**src/rtl/spi_flash_word_reader_if.sv**
```systemverilog
// CPU-side fetch handshake for the SPI flash word reader.
// The CPU holds the master modport. The reader holds the slave modport.
interface spi_flash_word_reader_if;
   logic [23:0] addr;
   logic        enable;
   logic [15:0] data;
   logic        data_ready;

   modport master (output addr, enable, input  data, data_ready);
   modport slave  (input  addr, enable, output data, data_ready);
endinterface

```
**src/rtl/spi_flash_word_reader.sv**
```systemverilog
// Fetches one 16-bit word from SPI NOR flash using READ (0x03), SPI mode 0.
// The first byte lands in data[15:8]. All pin outputs are registered.
module spi_flash_word_reader #(
   parameter int CLK_DIV        = 1,
   parameter int STARTUP_CYCLES = 10000
) (
   input  logic                    clk,
   input  logic                    reset,
   spi_flash_word_reader_if.slave  bus,
   output logic                    flash_clk,
   output logic                    flash_cs_n,
   output logic                    flash_mosi,
   input  logic                    flash_miso
);
   localparam logic [31:0] DIV      = 32'(CLK_DIV);
   localparam logic [31:0] DIV_M1   = 32'(CLK_DIV - 1);
   localparam logic [31:0] DESEL_M1 = 32'(2 * CLK_DIV - 1);
   localparam logic [31:0] START_M1 = 32'(STARTUP_CYCLES - 1);
   localparam logic [7:0]  CMD_READ = 8'h03;

   typedef enum logic [2:0] {STARTUP, IDLE, CS_SETUP, SHIFT, CS_HOLD, DONE} state_t;

   state_t      state;
   logic [31:0] cnt;
   logic [5:0]  bitn;
   logic [31:0] tx;
   logic [15:0] rx;

   always_ff @(posedge clk) begin
      if (reset) begin
         state          <= STARTUP;
         cnt            <= '0;
         bitn           <= '0;
         tx             <= '0;
         rx             <= '0;
         bus.data       <= '0;
         bus.data_ready <= 1'b0;
         flash_clk      <= 1'b0;
         flash_cs_n     <= 1'b1;
         flash_mosi     <= 1'b0;
      end else begin
         case (state)
            STARTUP: begin
               if (cnt == START_M1) begin
                  cnt            <= '0;
                  bus.data_ready <= 1'b1;
                  state          <= IDLE;
               end else begin
                  cnt <= cnt + 1'b1;
               end
            end
            IDLE: begin
               if (bus.enable) begin
                  tx             <= {CMD_READ, bus.addr};
                  flash_mosi     <= CMD_READ[7];
                  cnt            <= '0;
                  bitn           <= '0;
                  bus.data_ready <= 1'b0;
                  flash_cs_n     <= 1'b0;
                  state          <= CS_SETUP;
               end
            end
            CS_SETUP: begin
               if (cnt == DIV_M1) begin
                  cnt   <= '0;
                  state <= SHIFT;
               end else begin
                  cnt <= cnt + 1'b1;
               end
            end
            SHIFT: begin
               if (cnt == DIV_M1) begin
                  cnt <= '0;
                  if (!flash_clk) begin
                     // Rising SCK: MISO has been stable since the previous falling edge.
                     flash_clk <= 1'b1;
                     if (bitn >= 6'd32)
                        rx <= {rx[14:0], flash_miso};
                  end else begin
                     flash_clk <= 1'b0;
                     if (bitn == 6'd47) begin
                        flash_mosi <= 1'b0;
                        state      <= CS_HOLD;
                     end else begin
                        // Shifting in zeros makes MOSI idle at 0 after the address.
                        bitn       <= bitn + 1'b1;
                        flash_mosi <= tx[30];
                        tx         <= {tx[30:0], 1'b0};
                     end
                  end
               end else begin
                  cnt <= cnt + 1'b1;
               end
            end
            CS_HOLD: begin
               if (cnt == DIV) begin
                  cnt            <= '0;
                  flash_cs_n     <= 1'b1;
                  bus.data       <= rx;
                  bus.data_ready <= 1'b1;
                  state          <= DONE;
               end else begin
                  cnt <= cnt + 1'b1;
               end
            end
            DONE: begin
               // The counter saturates once the minimum deselect time has been met.
               if (cnt < DESEL_M1) begin
                  cnt <= cnt + 1'b1;
               end else if (!bus.enable) begin
                  cnt   <= '0;
                  state <= IDLE;
               end
            end
            default: state <= STARTUP;
         endcase
      end
   end
endmodule
```
**src/flat_wrapper.sv**
```systemverilog
// flat-port wrapper written by rule: the top's interface ports become plain ports
module spi_flash_word_reader_flat 
#(
   parameter int CLK_DIV        = 1,
   parameter int STARTUP_CYCLES = 10000
)
  (clk, reset, flash_clk, flash_cs_n, flash_mosi, flash_miso, bus_addr, bus_enable, bus_data, bus_data_ready);
  spi_flash_word_reader_if bus_i ();
  input  logic clk;
  input  logic reset;
  output logic flash_clk;
  output logic flash_cs_n;
  output logic flash_mosi;
  input  logic flash_miso;
  input wire logic [$bits(bus_i.addr)-1:0] bus_addr;
  input wire logic [$bits(bus_i.enable)-1:0] bus_enable;
  output wire logic [$bits(bus_i.data)-1:0] bus_data;
  output wire logic [$bits(bus_i.data_ready)-1:0] bus_data_ready;
  assign bus_i.addr = bus_addr;
  assign bus_i.enable = bus_enable;
  assign bus_data = bus_i.data;
  assign bus_data_ready = bus_i.data_ready;
  spi_flash_word_reader #(.CLK_DIV(CLK_DIV), .STARTUP_CYCLES(STARTUP_CYCLES)) u_core (.clk(clk), .reset(reset), .bus(bus_i), .flash_clk(flash_clk), .flash_cs_n(flash_cs_n), .flash_mosi(flash_mosi), .flash_miso(flash_miso));
endmodule
```
**config.mk**
```make
export PLATFORM = sky130hd
export DESIGN_NAME = spi_flash_word_reader_flat
export DESIGN_NICKNAME = d
export VERILOG_FILES = /design/src/rtl/spi_flash_word_reader_if.sv /design/src/rtl/spi_flash_word_reader.sv /design/src/flat_wrapper.sv
export SDC_FILE = /design/constraint.sdc
export NUM_CORES = 1
export LEC_CHECK = 0
export ABC_AREA = 1
export ABC_CLOCK_PERIOD_IN_PS = 4100
export BUFFER_PORTS_ARGS = -buffer_cell sky130_fd_sc_hd__buf_2
export CORE_MARGIN = 3
export CORE_UTILIZATION = 40
export DETAILED_ROUTE_END_ITERATION = 12
export SYNTH_ARGS = -nofsm -noshare
export SYNTH_HDL_FRONTEND = slang
export SYNTH_SLANG_ARGS = --single-unit
```
**constraint.sdc**
```tcl
create_clock -name clk -period 4.1 [get_ports clk]
set_input_delay 0.615 -clock clk [delete_from_list [all_inputs] [get_ports clk]]
set_output_delay 0.615 -clock clk [all_outputs]
set_load 0.05 [all_outputs]
```
==> results of run 1 <==
[logic make-up after synthesis]
kind of cell,share of synthesized area (%)
flops,37.3
buf+inv,8.08
simple gates,37.0
compound gates,14.6
fa+ha+maj,1.08
xor+xnor,1.97
[cell usage in the layout (no fill, tap or decap), types with 2 or more instances in the layout]
master and n:
inv_6 2, buf_2 47, buf_4 3, nor4_1 3, a31oi_1 7, nand3_1 57, nand2_2 3, o21ai_0 64
nor2_1 155, nand3_2 2, nand4_1 2, a21oi_1 67, inv_1 64, nor2_8 2, nor2_2 7, nor2_4 2
ha_1 5, xnor2_1 2, dfxtp_1 108, inv_2 10, xor2_1 11, o21bai_1 4, clkinv_1 2, nand2_1 269
clkbuf_16 9, o21ai_1 2, nor3_1 9, o211ai_1 8
[power groups by stage]
stage | sequential (mW) | combinational (mW) | clock (mW)
floorplan | 1.08 | 0.0480 | 0
global placement | 1.08 | 0.0739 | 0
detailed placement | 1.08 | 0.0740 | 0
CTS | 1.05 | 0.0745 | 0.872
global route | 1.05 | 0.0836 | 0.912
finish | 1.05 | 0.0738 | 0.849
[worst min path at each step]
stage                               start               endpoint  cells after the start
finish              u_core.bus.data_ready  u_core.bus.data_ready                      2
global route        u_core.bus.data_ready  u_core.bus.data_ready                      2
CTS                 u_core.bus.data_ready  u_core.bus.data_ready                      2
detailed placement  u_core.bus.data_ready  u_core.bus.data_ready                      2
global placement    u_core.bus.data_ready  u_core.bus.data_ready                      2
floorplan                  u_core.bitn[5]         u_core.bitn[5]                      2
[worst max-delay path: stages (launching register included)]
cell	delay, ps
dfxtp_1	450
nand3_2	560
inv_2	680
nand2_1	210
nor3_4	530
a21oi_1	150
[final cells by class]
| type | count | share of cell area (%) |
|---|---|---|
| Timing Repair Buffer | 50 | 4.04 |
| Sequential cell | 108 | 33.9 |
| Inverter | 76 | 4.47 |
| Tap cell | 180 | 3.53 |
| Multi-Input combinational cell | 690 | 49.6 |
| Clock buffer | 11 | 3.81 |
| Clock inverter | 5 | 0.647 |
[routing by layer]
metal	vias up	GRT usage (%)	part of all wire (%)
met1	2524	23.7	48
met3	12	4.00	3.3
li1	2955	-	-
met2	74	31.4	48
met5	-	0	0
met4	0	4.54	1.1
[flip-flops by register name (all words and copies together), names as in the netlist]
register,cells
u_core.bus.data_ready,1
u_core.rx,16
u_core.bitn,6
u_core.bus.data,16
u_core.state,3
u_core.tx,31
u_core.cnt,32
u_core.flash_clk,1
u_core.flash_mosi,1
u_core.flash_cs_n,1
[stage by stage]
| step | hold slack (ps) | instance area, um^2 |
|---|---|---|
| after floorplan | 439 | 5790 |
| after global placement | 439 | 6090 |
| after detailed placement | 444 | 6090 |
| after CTS | 459 | 6380 |
| after global routing | 483 | 6380 |
| final | 455 | 6380 |
==> flow_metrics.py, run 1 <==
metrics = {
    "outcome": {
        "run_status": "complete, no violations",
    },
    "worst_setup_path": {
        "reg2reg_from": "u_core.state[0]",
        "crit_required_ps": 4310,
        "crit_end": "u_core.rx[5]",
        "worstSetupStartpointType": "register",
        "r2r-end": "u_core.rx[5]",
        "cp_max_fo": 33,
        "regToRegSetupSlack_ps": 1330,
        "arrival_ps": 2970,
        "end_kind": "register",
        "critPathLaunch": "u_core.state[0]",
        "worstRegToRegCells": 5,
        "path_class": "register to register",
    },
    "sta": {
        "worstMarginPinSlew_ps": 812,
        "grt_setup_unrepaired": "no",
        "max_clock_freq_ghz": 0.362,
        "slew_viol_final": 0,
        "relSlewSlack_pct": 45.8,
        "fin_setup_tns_ps": 0,
        "hold_viol_final": 0,
        "finalCritPeriodShare_pct": 67.5,
        "finClkSkew_ps": 10.7,
        "period_minus_slack_ps": 2770,
        "setup_violations": 0,
        "setup_ws_ps": 1330,
    },
    "grt": {
        "grt_use_total_pct": 18.4,
        "grt_pass1_vias": 5174,
        "antenna_found_initial": 0,
        "grt_max_degree": 45,
        "grt_pass1_wl_um": 24500,
        "overflow": 0,
    },
    "synth": {
        "ys.flop_type": "dfxtp_1",
        "yosysTopAreaCell": "dfxtp_1",
        "netlist-cell-type-count": 38,
        "async_flop_share_pct": 0,
        "ys_seq_elements": 108,
        "yosysWarnings": 0,
        "syn_inst": 911,
        "syn_area_um2": 5790,
        "synthesis.nets": 944,
        "synth_most_common_cell": "nand2_1",
        "synth_common_cells": "nand2_1 (269), nor2_1 (155), dfxtp_1 (108), a21oi_1 (67)",
        "yosys.area.top_type_share_pct": 37.3,
        "synth-seq-area-share_pct": 37.3,
        "synth_edf_count": 0,
        "synthTopCellsByArea": "dfxtp_1 (37%), nand2_1 (17%), nor2_1 (10%), a21oi_1 (5.8%), o21ai_0 (5.5%)",
        "syn_avg_cell_area_um2": 6.36,
    },
    "detailed_routing": {
        "ant_nets": 0,
        "wl_per_cell_um": 12.9,
        "drt_wl_total_um": 14500,
        "drc_errors": 0,
        "via_per_inst": 4.97,
        "dr.first_iter.drc_count": 441,
        "via_count": 5565,
        "firstDrtPassIters": 5,
    },
    "cells_and_area": {
        "multi_input_area_um2": 3160,
        "drive_above_1_share_pct": 10.2,
        "fin_nets": 968,
        "final_util_pct": 45.4,
        "insertedDiodeCount": 0,
        "regArea_um2": 2160,
        "area_delta_synth_final_pct": 10.1,
        "fillCellCount": 1530,
        "final_cell_count_no_fill": 1120,
    },
    "floorplanning": {
        "die_area_um2": 16000,
        "io_pins": 48,
        "coreArea_um2": 14000,
        "row_count": 43,
        "fp.dieH_um": 126,
        "die_x_um": 126,
        "start_util_pct": 41.3,
    },
    "power": {
        "p_clk_share_pct": 43.0,
        "peakVddDrop_mv": 0.249,
        "power.density_nw_per_um2": 310,
        "swShare_pct": 23.3,
        "p_int_mw": 1.52,
        "p_switching_mw": 0.460,
        "p_leak_nw": 2.64,
        "total_power_mw": 1.98,
        "p_comb_share_pct": 3.7,
        "seqPwrFrac_pct": 53.3,
    },
    "clock_tree": {
        "h-tree-depth": 3,
        "cts_buffers": 9,
        "clockRootBuffer": "clkbuf_16",
        "postCtsSetupRepairBufs": 0,
        "cts.repair.resized": 0,
        "cts_tree": "yes",
        "clk_latency_ps": 360,
        "cts_hold_buf": 0,
        "clock_sinks": 108,
        "cts_buffer_depth": 2,
        "clk_pin_slew_ps": 80,
    },
    "run": {
        "cap_violations": 0,
    },
    "hold_path": {
        "hold_class": "register to register",
    },
    "placement": {
        "dp_cells": 1104,
        "place.gp.congestion": 0.909,
        "place_hpwl_um": 9870,
        "io_buffers": 47,
        "dp_slack_ps": 1310,
    },
}
Power figures use the tool's default switching activity.
==> inputs of run 2 (changes only) <==
Settings changed: ABC_CLOCK_PERIOD_IN_PS 4100 to 2300.
Clock period 4.1 ns to 2.3 ns, I/O delays scaled along.
==> run 2 against run 1 <==
Via count is 0.47% lower. Final area is 2.5% higher. Global-route usage hardly changed. Sequential power is 79% higher. Final cell count is 1.5% higher. Die area stayed put. Wire length is 1.4% lower. Clock skew is 2.7 ps lower. First-iteration DRC count is 18% lower. Clock power is 85% higher. Non-clock buffer count is 17 higher. Register-to-register slack worse by 1100 ps. Critical path type unchanged. Critical endpoint is now u_core.state[2].
==> flow_metrics.py, run 2 (synthesis results as in run 1) <==
metrics = {
    "cells_and_area": {
        "fin_area_um2": 6540,
        "regArea_um2": 2160,
        "final_util_pct": 46.5,
        "multi_input_area_um2": 3160,
        "insertedDiodeCount": 0,
        "layout_commonest_cell": "nand2_1",
        "largest_register": "u_core.cnt",
        "largestRegisters": "u_core.cnt (32), u_core.tx (31)",
        "drive_above_1_share_pct": 11.8,
        "area_delta_synth_final_pct": 12.8,
        "fin_nets": 985,
        "fillCellCount": 1484,
        "layout_common_cells": "nand2_1 (269), nor2_1 (155), dfxtp_1 (108)",
        "largest_register_ff_count": 32,
    },
    "grt": {
        "grt_use_total_pct": 18.4,
        "grt_max_degree": 47,
        "grt_pass1_vias": 5154,
        "overflow": 0,
        "antenna_found_initial": 0,
        "grt_pass1_wl_um": 24700,
    },
    "worst_setup_path": {
        "end_kind": "register",
        "crit_required_ps": 2590,
        "r2r-end": "u_core.state[2]",
        "worstRegToRegCells": 11,
        "regToRegSetupSlack_ps": 240,
        "reg2reg_from": "u_core.cnt[0]",
        "arrival_ps": 2350,
        "cp_max_fo": 6,
        "path_class": "register to register",
        "worstSetupStartpointType": "register",
    },
    "detailed_routing": {
        "wl_met2_um": 6580,
        "top_layer_used": "met4",
        "dr_wl_met3_um": 544,
        "ant_nets": 0,
        "drt_wl_total_um": 14300,
        "via_per_inst": 4.87,
        "firstDrtPassIters": 4,
        "via_count": 5539,
        "drc_errors": 0,
        "dr.first_iter.drc_count": 360,
        "wl_per_cell_um": 12.6,
        "met1_length_um": 7000,
    },
    "run": {
        "cap_violations": 0,
    },
    "sta": {
        "finalCritPeriodShare_pct": 89.5,
        "period_minus_slack_ps": 2060,
        "relSlewSlack_pct": 71.1,
        "hold_viol_final": 0,
        "finClkSkew_ps": 7.98,
        "grt_setup_unrepaired": "no",
        "slew_viol_final": 0,
        "max_clock_freq_ghz": 0.486,
        "timing.hold.ws_ps": 226,
        "fin_setup_tns_ps": 0,
        "setup_violations": 0,
        "worstMarginPinSlew_ps": 434,
    },
    "power": {
        "p_comb_share_pct": 3.6,
        "p_clk_share_pct": 43.9,
        "p_switching_mw": 0.803,
        "p_int_mw": 2.78,
        "peakVddDrop_mv": 0.415,
        "swShare_pct": 22.4,
        "p_leak_nw": 2.73,
        "seqPwrFrac_pct": 52.4,
        "total_power_mw": 3.58,
        "power.density_nw_per_um2": 548,
    },
    "hold_path": {
        "hold_path_depth": 3,
        "hold_start": "flash_miso",
        "min_to": "u_core.rx[0]",
        "hold_class": "input pin to register",
    },
    "floorplanning": {
        "die_area_um2": 16000,
        "row_count": 43,
        "start_util_pct": 41.3,
        "io_pins": 48,
        "coreArea_um2": 14000,
        "die_x_um": 126,
        "fp.dieH_um": 126,
    },
    "clock_tree": {
        "postCtsSetupRepairBufs": 0,
        "clk_pin_slew_ps": 70,
        "cts_buffer_depth": 2,
        "cts_hold_buf": 0,
        "clk_latency_ps": 350,
        "cts.repair.resized": 0,
        "cts_buffers": 9,
        "clock_sinks": 108,
        "cts_tree": "yes",
        "clockRootBuffer": "clkbuf_16",
        "h-tree-depth": 3,
    },
    "placement": {
        "place_hpwl_um": 9960,
        "place.gp.congestion": 0.909,
        "dpl_cell_area_um2": 6230,
        "io_buffers": 47,
    },
    "outcome": {
        "run_status": "complete, no violations",
    },
}
==> run 2: cell count changes in the layout (fill, tap and decap cells not counted), sizes merged <==
cell,delta
buf,+17
bufinv,+1
clkbuf,-1
clkinvlp,+1
inv,-1
==> run 2: per-stage QoR <==
stage | setup slack [ps] | std cells
finish | 242 | 1137
global route | 0.235 | 1137
CTS | 196 | 1137
detailed placement | 237 | 1121
global placement | 250 | 1121
floorplan | 633 | 911
==> run 2: worst max-delay path, stage by stage (launching register included) <==
cell and delay (ps):
dfxtp_1 390, ha_1 280, nand3_1 220, nor2_1 170
nand3_1 80, nor2_1 280, nor2_1 120, inv_1 70
nand3_1 60, nor2_1 180, nor2_1 60, nor2_1 100
==> run 2: how the worst max path moves through the flow <==
| stage | start | end | slack [ps] | cells past startpoint |
|---|---|---|---|---|
| 2_1_floorplan | u_core.cnt[0] | u_core.tx[29] | 630 | 12 |
| 3_3_place_gp | u_core.cnt[0] | u_core.state[1] | 250 | 11 |
| 3_5_place_dp | u_core.cnt[0] | u_core.cnt[2] | 240 | 11 |
| 4_1_cts | u_core.cnt[0] | u_core.cnt[17] | 200 | 11 |
| 5_1_grt | u_core.cnt[0] | u_core.state[0] | 0.2 | 11 |
| 6_report | u_core.cnt[0] | u_core.state[2] | 240 | 11 |
==> run 2: final cells by class <==
| class | instances | area share [%] |
|---|---|---|
| multi-input cells | 690 | 48.4 |
| flip-flops and latches | 108 | 33.1 |
| repair buffers | 67 | 6.09 |
| inverters | 76 | 4.40 |
| clock buffers | 10 | 3.50 |
| well taps | 180 | 3.45 |
| clock inverters | 6 | 1.07 |
==> run 2: per-layer routing <==
metal,global-route usage (%),vias up
met1,25.1,2463
li1,-,2980
met5,0,-
met4,4.16,0
met3,4.38,13
met2,29.6,83
==> run 2: power by group through the flow <==
stage                     sequential (mW)  clock [mW]  combinational [mW]
after floorplan                      1.92           0              0.0856
after global placement               1.92           0               0.133
after detailed placement             1.92           0               0.131
after CTS                            1.88        1.62               0.132
after global routing                 1.88        1.70               0.152
final                                1.88        1.57               0.130
==> inputs of run 3 (changes only) <==
Settings changed: BUFFER_PORTS_ARGS -buffer_cell sky130_fd_sc_hd__buf_2 to -buffer_cell sky130_fd_sc_hd__clkbuf_2.
==> run 3 against run 2 <==
Die area stayed put. Final area is 0.57% lower. Combinational power about the same. Via count about the same. Clock power hardly changed. Clock skew rose by 2.3 ps. Setup slack improved by 45 ps. Clock-buffer cell count is 1 lower. Final cell count is 0.79% lower. Critical path depth is the same. Non-clock buffer count fell by 8. Largest cell class unchanged. Highest routed layer unchanged.
==> flow_metrics.py, run 3 (synthesis results as in run 1) <==
metrics = {
    "floorplanning": {
        "die_area_um2": 16000,
        "coreArea_um2": 14000,
        "die_x_um": 126,
        "start_util_pct": 41.3,
        "io_pins": 48,
        "fp.dieH_um": 126,
        "row_count": 43,
    },
    "clock_tree": {
        "cts_tree": "yes",
        "clk_latency_ps": 350,
        "cts_buffer_depth": 2,
        "h-tree-depth": 3,
        "cts_buffers": 9,
        "clockRootBuffer": "clkbuf_16",
        "clk_pin_slew_ps": 70,
        "clock_sinks": 108,
    },
    "hold_path": {
        "hold_path_depth": 3,
        "hold_class": "input pin to register",
    },
    "detailed_routing": {
        "drc_errors": 0,
        "wl_per_cell_um": 12.5,
        "drt_wl_total_um": 14100,
        "firstDrtPassIters": 4,
        "via_count": 5534,
        "dr.first_iter.drc_count": 320,
        "ant_nets": 0,
        "via_per_inst": 4.91,
    },
    "worst_setup_path": {
        "critPathSlowestCell": "dfxtp_1",
        "cp.depth": 11,
        "critical_path.cell_chain": "ha_1, nand3_1, nor2_1, nand3_1, nor2_2, nor2_1, inv_1, nand3_1, nor2_1, nor2_1, nor2_1",
        "path_class": "register to register",
        "cp_top_family": "simple AND/OR/NAND/NOR gates",
        "worstSetupStartpointType": "register",
        "worstRegToRegCells": 11,
        "cp_max_fo": 6,
        "arrival_ps": 2300,
        "crit_required_ps": 2590,
        "cp_num_buf_inv": 1,
        "crit_path_max_incr_delay_ps": 390,
        "end_kind": "register",
        "cp_common_cell": "nor2_1",
    },
    "cells_and_area": {
        "layout_common_cells": "nand2_1 (269), nor2_1 (154), dfxtp_1 (108)",
        "layout_commonest_cell": "nand2_1",
        "largest_register": "u_core.cnt",
        "fin_nets": 977,
        "drive_above_1_share_pct": 11.2,
        "insertedDiodeCount": 0,
        "area_delta_synth_final_pct": 12.2,
        "largest_register_ff_count": 32,
        "largestRegisters": "u_core.cnt (32), u_core.tx (31)",
        "final_cell_count_no_fill": 1128,
    },
    "placement": {
        "place.gp.congestion": 0.874,
        "io_buffers": 47,
        "place_hpwl_um": 9930,
        "dp_cells": 1113,
    },
    "sta": {
        "finClkSkew_ps": 10.2,
        "hold_viol_final": 0,
        "grt_setup_unrepaired": "no",
        "relSlewSlack_pct": 55.4,
        "setup_violations": 0,
        "fin_setup_tns_ps": 0,
        "period_minus_slack_ps": 2010,
        "max_clock_freq_ghz": 0.497,
        "slew_viol_final": 0,
        "worstMarginPinSlew_ps": 665,
        "finalCritPeriodShare_pct": 87.5,
    },
    "grt": {
        "grt_pass1_wl_um": 24800,
        "overflow": 0,
        "grt_pass1_vias": 5221,
        "antenna_found_initial": 0,
        "grt_max_degree": 54,
        "grt_use_total_pct": 18.5,
    },
    "outcome": {
        "run_status": "complete, no violations",
    },
    "power": {
        "peakVddDrop_mv": 0.460,
        "power.density_nw_per_um2": 548,
        "p_leak_nw": 2.69,
    },
    "run": {
        "cap_violations": 0,
    },
}
[run 3: changes by cell type in the layout (fill, tap and decap cells not counted), moves of 2 or more]
cell	before	now
buf_4	19	9
clkbuf_2	0	47
buf_12	1	3
buf_2	47	0
[run 3: routing by layer]
layer | vias up | routed length, um | GRT usage [%]
met5 | - | 0 | 0
met4 | 0 | 189 | 4.79
met3 | 13 | 487 | 3.58
met2 | 69 | 6540 | 29.8
met1 | 2489 | 6920 | 25.6
li1 | 2963 | - | -
[run 3: through the flow]
stage	utilization (%)	hold WS [ps]	cell area, um^2	total power [mW]	setup slack [ps]
floorplan	-	414	5790	2.01	633
global placement	44.2	449	6200	2.05	261
detailed placement	44.2	442	6200	2.05	246
CTS	46.3	194	6500	3.62	224
global route	46.3	203	6500	3.71	72.2
finish	46.3	205	6500	3.56	287
[run 3: worst min-delay path, stage by stage]
cell and delay, ps:
clkbuf_2 80, inv_1 40, a21oi_1 50
[run 3: path summary, 6_finish.rpt]
check,startpoint,end,slack (ps)
max,u_core.cnt[0],u_core.state[1],290
min,flash_miso,u_core.rx[0],210
max reg2reg,u_core.cnt[0],u_core.state[1],290
min reg2reg,u_core.bus.data_ready,u_core.bus.data_ready,460
[run 3: power by group]
part / internal (mW) / switching (mW)
combinational: 0.0531 / 0.0782
clock: 0.850 / 0.704
sequential: 1.87 / 0.00543
total: 2.78 / 0.788
[run 3: area by class of cell]
type	instances	area, um^2
clock buffer	9	225
multi-input combinational	690	3170
timing repair buffer	59	363
tap	180	225
fill	1508	7540
sequential	108	2160
inverter	76	285
clock inverter	6	71.3
[run 3: what timing repair did]
item / in CTS / in global routing
buffers inserted: 0 / 0
gates resized for setup: 0 / 1
setup endpoints to repair: 0 / 3
hold buffers: 0 / 0
